### src/rtl/cpu_pkg.sv
// Shared constants for the CPU memory subsystem: port identifiers, arbiter
// FSM states and default bus widths.
package cpu_pkg;

  localparam int DEF_ADDR_W = 16;
  localparam int DEF_DATA_W = 8;

  localparam logic PORT_CPU = 1'b0;
  localparam logic PORT_EXT = 1'b1;

  typedef enum logic [1:0] {
    ST_IDLE   = 2'd0,
    ST_ACCESS = 2'd1,
    ST_DONE   = 2'd2
  } state_t;

endpackage

### src/rtl/rr_arb2.sv
// Two-input grant logic: loader lock first, then single requester, then
// round robin against the last granted port.
module rr_arb2
  import cpu_pkg::*;
(
  input  logic clk,
  input  logic rst,
  input  logic en,
  input  logic cpu_req,
  input  logic ext_req,
  input  logic ext_lock,
  output logic grant_valid,
  output logic grant
);

  logic last_grant;

  always_comb begin
    grant_valid = cpu_req | ext_req;
    grant       = PORT_CPU;
    if (ext_req && (ext_lock || !cpu_req)) begin
      grant = PORT_EXT;
    end else if (cpu_req && ext_req) begin
      grant = (last_grant == PORT_CPU) ? PORT_EXT : PORT_CPU;
    end
  end

  // Reset to EXT so the CPU wins the first tie.
  always_ff @(posedge clk) begin
    if (rst) begin
      last_grant <= PORT_EXT;
    end else if (en && grant_valid) begin
      last_grant <= grant;
    end
  end

endmodule

### src/rtl/ram_arbiter.sv
// Serialises CPU and loader accesses onto the single-port RAM with a
// fixed-latency cycle, one-cycle ack and a stall back to the controller.
module ram_arbiter
  import cpu_pkg::*;
#(
  parameter int ADDR_W  = DEF_ADDR_W,
  parameter int DATA_W  = DEF_DATA_W,
  parameter int RAM_LAT = 1
) (
  input  logic              clk,
  input  logic              rst,
  input  logic              cpu_req,
  input  logic              cpu_we,
  input  logic [ADDR_W-1:0] cpu_addr,
  input  logic [DATA_W-1:0] cpu_wdata,
  output logic              cpu_ack,
  output logic [DATA_W-1:0] cpu_rdata,
  output logic              cpu_stall,
  input  logic              ext_req,
  input  logic              ext_we,
  input  logic [ADDR_W-1:0] ext_addr,
  input  logic [DATA_W-1:0] ext_wdata,
  output logic              ext_ack,
  output logic [DATA_W-1:0] ext_rdata,
  input  logic              ext_lock,
  output logic              ram_en,
  output logic              ram_we,
  output logic [ADDR_W-1:0] ram_addr,
  output logic [DATA_W-1:0] ram_wdata,
  input  logic [DATA_W-1:0] ram_rdata,
  output logic              busy
);

  localparam int LAT_W = (RAM_LAT > 1) ? $clog2(RAM_LAT) : 1;

  state_t           state;
  logic [LAT_W-1:0] lat_cnt;
  logic             port;
  logic             we_q;
  logic             arb_en;
  logic             grant_valid;
  logic             grant;

  assign arb_en    = (state == ST_IDLE);
  assign cpu_stall = cpu_req & ~cpu_ack;

  rr_arb2 u_arb (
    .clk        (clk),
    .rst        (rst),
    .en         (arb_en),
    .cpu_req    (cpu_req),
    .ext_req    (ext_req),
    .ext_lock   (ext_lock),
    .grant_valid(grant_valid),
    .grant      (grant)
  );

  always_ff @(posedge clk) begin
    if (rst) begin
      state     <= ST_IDLE;
      lat_cnt   <= '0;
      port      <= PORT_CPU;
      we_q      <= 1'b0;
      ram_en    <= 1'b0;
      ram_we    <= 1'b0;
      ram_addr  <= '0;
      ram_wdata <= '0;
      cpu_ack   <= 1'b0;
      ext_ack   <= 1'b0;
      cpu_rdata <= '0;
      ext_rdata <= '0;
      busy      <= 1'b0;
    end else begin
      case (state)
        ST_IDLE: begin
          if (grant_valid) begin
            port <= grant;
            if (grant == PORT_EXT) begin
              ram_addr  <= ext_addr;
              ram_we    <= ext_we;
              ram_wdata <= ext_wdata;
              we_q      <= ext_we;
            end else begin
              ram_addr  <= cpu_addr;
              ram_we    <= cpu_we;
              ram_wdata <= cpu_wdata;
              we_q      <= cpu_we;
            end
            ram_en  <= 1'b1;
            busy    <= 1'b1;
            lat_cnt <= LAT_W'(RAM_LAT - 1);
            state   <= ST_ACCESS;
          end
        end
        ST_ACCESS: begin
          // Write strobe lasts only the first ACCESS cycle.
          ram_we <= 1'b0;
          if (lat_cnt != '0) begin
            lat_cnt <= lat_cnt - LAT_W'(1);
          end else begin
            if (!we_q) begin
              if (port == PORT_EXT) ext_rdata <= ram_rdata;
              else                  cpu_rdata <= ram_rdata;
            end
            if (port == PORT_EXT) ext_ack <= 1'b1;
            else                  cpu_ack <= 1'b1;
            ram_en <= 1'b0;
            state  <= ST_DONE;
          end
        end
        ST_DONE: begin
          cpu_ack <= 1'b0;
          ext_ack <= 1'b0;
          busy    <= 1'b0;
          state   <= ST_IDLE;
        end
        default: state <= ST_IDLE;
      endcase
    end
  end

endmodule
### config.mk
export PLATFORM = sky130hd
export DESIGN_NAME = ram_arbiter
export DESIGN_NICKNAME = d
export VERILOG_FILES = /design/src/rtl/cpu_pkg.sv /design/src/rtl/rr_arb2.sv /design/src/rtl/ram_arbiter.sv
export SDC_FILE = /design/constraint.sdc
export NUM_CORES = 1
export LEC_CHECK = 0
export BUFFER_PORTS_ARGS = -buffer_cell sky130_fd_sc_hd__buf_2
export CORE_AREA = 2 2 73 75
export DETAILED_ROUTE_END_ITERATION = 10
export DIE_AREA = 0 0 75 77
export GPL_TIMING_DRIVEN = 0
export PLACE_DENSITY = 0.77
export SLEW_MARGIN = 20
export SYNTH_ARGS = -nofsm -noshare
export SYNTH_HDL_FRONTEND = slang
export SYNTH_SLANG_ARGS = --single-unit
### constraint.sdc
create_clock -name clk -period 1.6 [get_ports clk]
set_input_delay 0.32 -clock clk [delete_from_list [all_inputs] [get_ports clk]]
set_output_delay 0.32 -clock clk [all_outputs]
set_load 0.01 [all_outputs]
==> results summary <==
The number of pins with negative max-slew slack in the final report is 0. The first detailed-routing pass ran for 4 iterations. Summed over all layers, the global routing overflow is 0. The relative contribution of sequential cells to total power is 0.501. In this run the deepest clock path goes through 2 buffers.

For hold timing, the worst endpoint is cpu_rdata[2]. Of the total power, combinational logic draws 0.235. The buffering stage count on the worst path with inverters included came out at 1. Setup total negative slack on the finished layout was measured at 0 ns. The remaining routing DRC violations came out at 0. The first-pass GRT wire length is 8176 um. In this run the cell area of the synthesized design comes to 2187 um^2. The floorplan step defined a core boundary enclosing 4977 um^2. The total number of vias is 1,959. The number of diodes is 0. The number of endpoints with negative hold slack in the final report is 0. The number of cells on the worst reg-to-reg path is 5. The number of enable-type register cells in the synthesized netlist is 0. The library cells used most frequently in the layout, excluding fill and tap cells, are sky130_fd_sc_hd__buf_2 (113), sky130_fd_sc_hd__dfxtp_1 (50), sky130_fd_sc_hd__nor2_1 (42).

TritonCTS built the clock tree. In this run the post-CTS setup repair buffer count came out at 0. The floorplan step set the die width to 75 um.

The layout cell share with drive strength beyond 1 is 0.4551. The detail-routed via count per cell came out at 4.849. The initial antenna violation count was 0. In this run the clock root is driven by a sky130_fd_sc_hd__clkbuf_8. The detailed router finished its first iteration with 47 violations.

The measured slew at the worst slew-check pin came out at 0.6696 ns. By startpoint and endpoint, the worst setup path is classified as reg2reg. The effective utilization at floorplan came out at 0.4394.

In the global route stage, met3 resource usage came out at 0.02628. The post-synthesis instance total is 219. The worst relative slew slack is 0.5536. The tightest hold path in the finished design has a slack of 0.2668 ns.

The number of distinct standard cells referenced by the synthesized netlist came out at 27. The largest stage delay on the critical path is 0.41 ns. The worst setup path is launched from a flip-flop. Pin placement for this block handled 109 I/O pins. The floorplan row count is 26.

The power density normalized to cell area is 971.3 nW/um^2. The floorplan step defined a die boundary enclosing 5775 um^2. The internal power of the cells totals 2007 uW.

The fraction of registers with async set/reset came out at 0. Static timing analysis puts the maximum clock frequency at 716.1 MHz. The global routing usage summed across all routing layers is 0.1794. The top-area cell type share of the netlist area is 0.4577.

The via count of the first global-routing pass is 1,847. The later pin in the worst-skew pair is clocked with a latency of 0.29 ns. For met2 alone, demand over resource in global routing was 0.3079. The run finished with clean final reports. Summed over all instances, the cell type with the most area after synthesis is sky130_fd_sc_hd__dfxtp_1. The worst setup path is captured at a flip-flop. The total net switching power came out at 814.8 uW. The launching point of the worst reg2reg path is state[1]. Of the total power, the share spent switching nets is 0.2887. In this run the worst hold path is classified as in2reg. The instance count along the most critical hold path came out at 3. The remaining antenna violation count came out at 0. The signal on the critical path passes through nand2b_4 > nor3b_2 > buf_4 > mux2i_1 > nor2_1. The endpoint of the worst register-to-register path is ext_rdata[3]. The count of nets after finishing is 396. The library cell used most frequently in the layout, excluding fill and tap cells, is sky130_fd_sc_hd__buf_2.

For this run, the leading register cell type out of synthesis is sky130_fd_sc_hd__dfxtp_1. The setup violation total in the final timing report is 0. The part of the total power dissipated in the clock network came out at 0.264.

After detailed routing, the total wire length is 5152 um. Summed over all cells, the static leakage comes to 0.001399 uW. The clock period could shrink to 1.396 ns. The placer congestion estimate is 0.7776.

The critical path crosses 5 cells after its start point. The required time reported for the critical path endpoint is 1.77 ns. The worst hold path begins at ram_rdata[2]. The slack of the worst reg-to-reg path came out at 0.20 ns. The number of nets handed over by synthesis was 282. Setup repair after global routing left no endpoint under its margin. In the finished design, the share of the clock period the worst path needs comes to 0.8728. The number of warning messages in the yosys log came out at 0. By area the synthesized netlist is led by sky130_fd_sc_hd__dfxtp_1 (46%), sky130_fd_sc_hd__mux2i_1 (15%), sky130_fd_sc_hd__a211oi_2 (11%).

Across the routed clock network, the largest skew measured is 0.003886 ns. The post-cts sizing count is 0. The cell with the biggest individual delay on the critical path is sky130_fd_sc_hd__dfxtp_1. The synthesis-to-finish area growth is 32.84%.

The H-tree level count came out at 2. After detailed routing, the average wire length per cell comes to 12.75 um. The post-detailed-placement half-perimeter wirelength is 4018 um. The worst-case vdd ir drop is 0.5214 mV. The maximum number of pins on one net before global-route repair came out at 16. The CTS clock-pin slew for the worst setup and hold paths is 0.09 ns. The sequential area share after synthesis came out at 0.4577. The number of hold buffers added after cts is 0.

After global routing, the most crowded layer is met2. The number of clock sinks came out at 50. For this run, global-route usage on met1 was measured as 0.2174.

The biggest fanout along the worst timing path is 8. A synthesized cell averages 9.987 um^2. The die extent in y is 77 um. The data arrival time of the critical path came out at 1.57 ns. Grouping stages by cell kind, the critical path spends the most delay in simple AND/OR/NAND/NOR gates. The count of state elements after synthesis is 50. During placement, the flow inserted port buffers numbering 107. The count of maximum capacitance violations is 0.

The number of buffers inserted during clock tree synthesis is 5.
[Yosys cell counts, types with 2 or more instances]
library cell,n
sky130_fd_sc_hd__buf_12,2
sky130_fd_sc_hd__buf_6,2
sky130_fd_sc_hd__nor3_1,3
sky130_fd_sc_hd__buf_2,6
sky130_fd_sc_hd__a211oi_2,19
sky130_fd_sc_hd__nor2_1,42
sky130_fd_sc_hd__dfxtp_1,50
sky130_fd_sc_hd__a21oi_1,12
sky130_fd_sc_hd__mux2i_1,33
sky130_fd_sc_hd__nor2b_1,4
sky130_fd_sc_hd__a211oi_1,6
sky130_fd_sc_hd__clkbuf_1,6
sky130_fd_sc_hd__nand2_1,20
[worst max-delay path by stage]
stage,start,end,slack [ns]
after floorplan,state[1],ext_rdata[0],0.37
final,state[1],ext_rdata[3],0.20
after global routing,state[1],ext_rdata[2],0.12
after detailed placement,cpu_req,ram_wdata[4],0.12
after CTS,state[1],ext_rdata[3],0.20
after global placement,cpu_req,ram_wdata[4],0.15
[power groups by stage]
stage	logic, uW	clock network, uW	registers (uW)
global route	732	811	1430
global placement	656	0	1440
CTS	675	767	1410
finish	665	744	1410
floorplan	374	0	1490
detailed placement	675	0	1440
[state kept, by name, indices dropped and copies added, names as in the netlist, 2 cells and up]
| register | count |
|---|---|
| cpu_rdata | 8 |
| ext_rdata | 8 |
| ram_addr | 16 |
| ram_wdata | 8 |
| state | 2 |
[tightest hold or removal path: stages]
cell and delay [ns]:
sky130_fd_sc_hd__buf_2 0.10, sky130_fd_sc_hd__nand2_1 0.05, sky130_fd_sc_hd__a21oi_1 0.05
[layer usage]
layer | wire length, um | share of wire | up-vias
li1 | - | - | 983
met1 | 2123 | 0.41 | 904
met2 | 2644 | 0.51 | 59
met3 | 239 | 0.046 | 13
met4 | 145 | 0.028 | 0
met5 | 0 | 0 | -
[cell type report]
| cell class | count | area, um^2 |
|---|---|---|
| Clock buffer | 6 | 82.58 |
| Timing Repair Buffer | 107 | 535.5 |
| Multi-Input combinational cell | 151 | 1060 |
| Inverter | 1 | 3.754 |
| Clock inverter | 2 | 12.51 |
| Fill cell | 462 | 2072 |
| Sequential cell | 50 | 1001 |
| Tap cell | 70 | 87.58 |
| Buffer | 17 | 122.6 |
[logic make-up after synthesis]
group | count (synthesis) | synth area share
AOI/OAI and AO/OA | 42 | 0.1739
buffers and inverters | 18 | 0.05778
DFF | 50 | 0.4577
muxes | 33 | 0.1510
and+or+nand+nor | 76 | 0.1596
[through the flow]
stage               std cells  total power (uW)  worst slack [ns]  utilization  area, um^2
finish                    404              2822            0.2035       0.5837        2905
global route              404              2968            0.1170       0.5837        2905
CTS                       404              2856            0.2004       0.5837        2905
detailed placement        396              2117            0.1165       0.5646        2810
global placement          396              2096            0.1455       0.5646        2810
floorplan                 219              1861            0.3697            -        2187
Note: power is estimated with default switching activity, not from simulation.
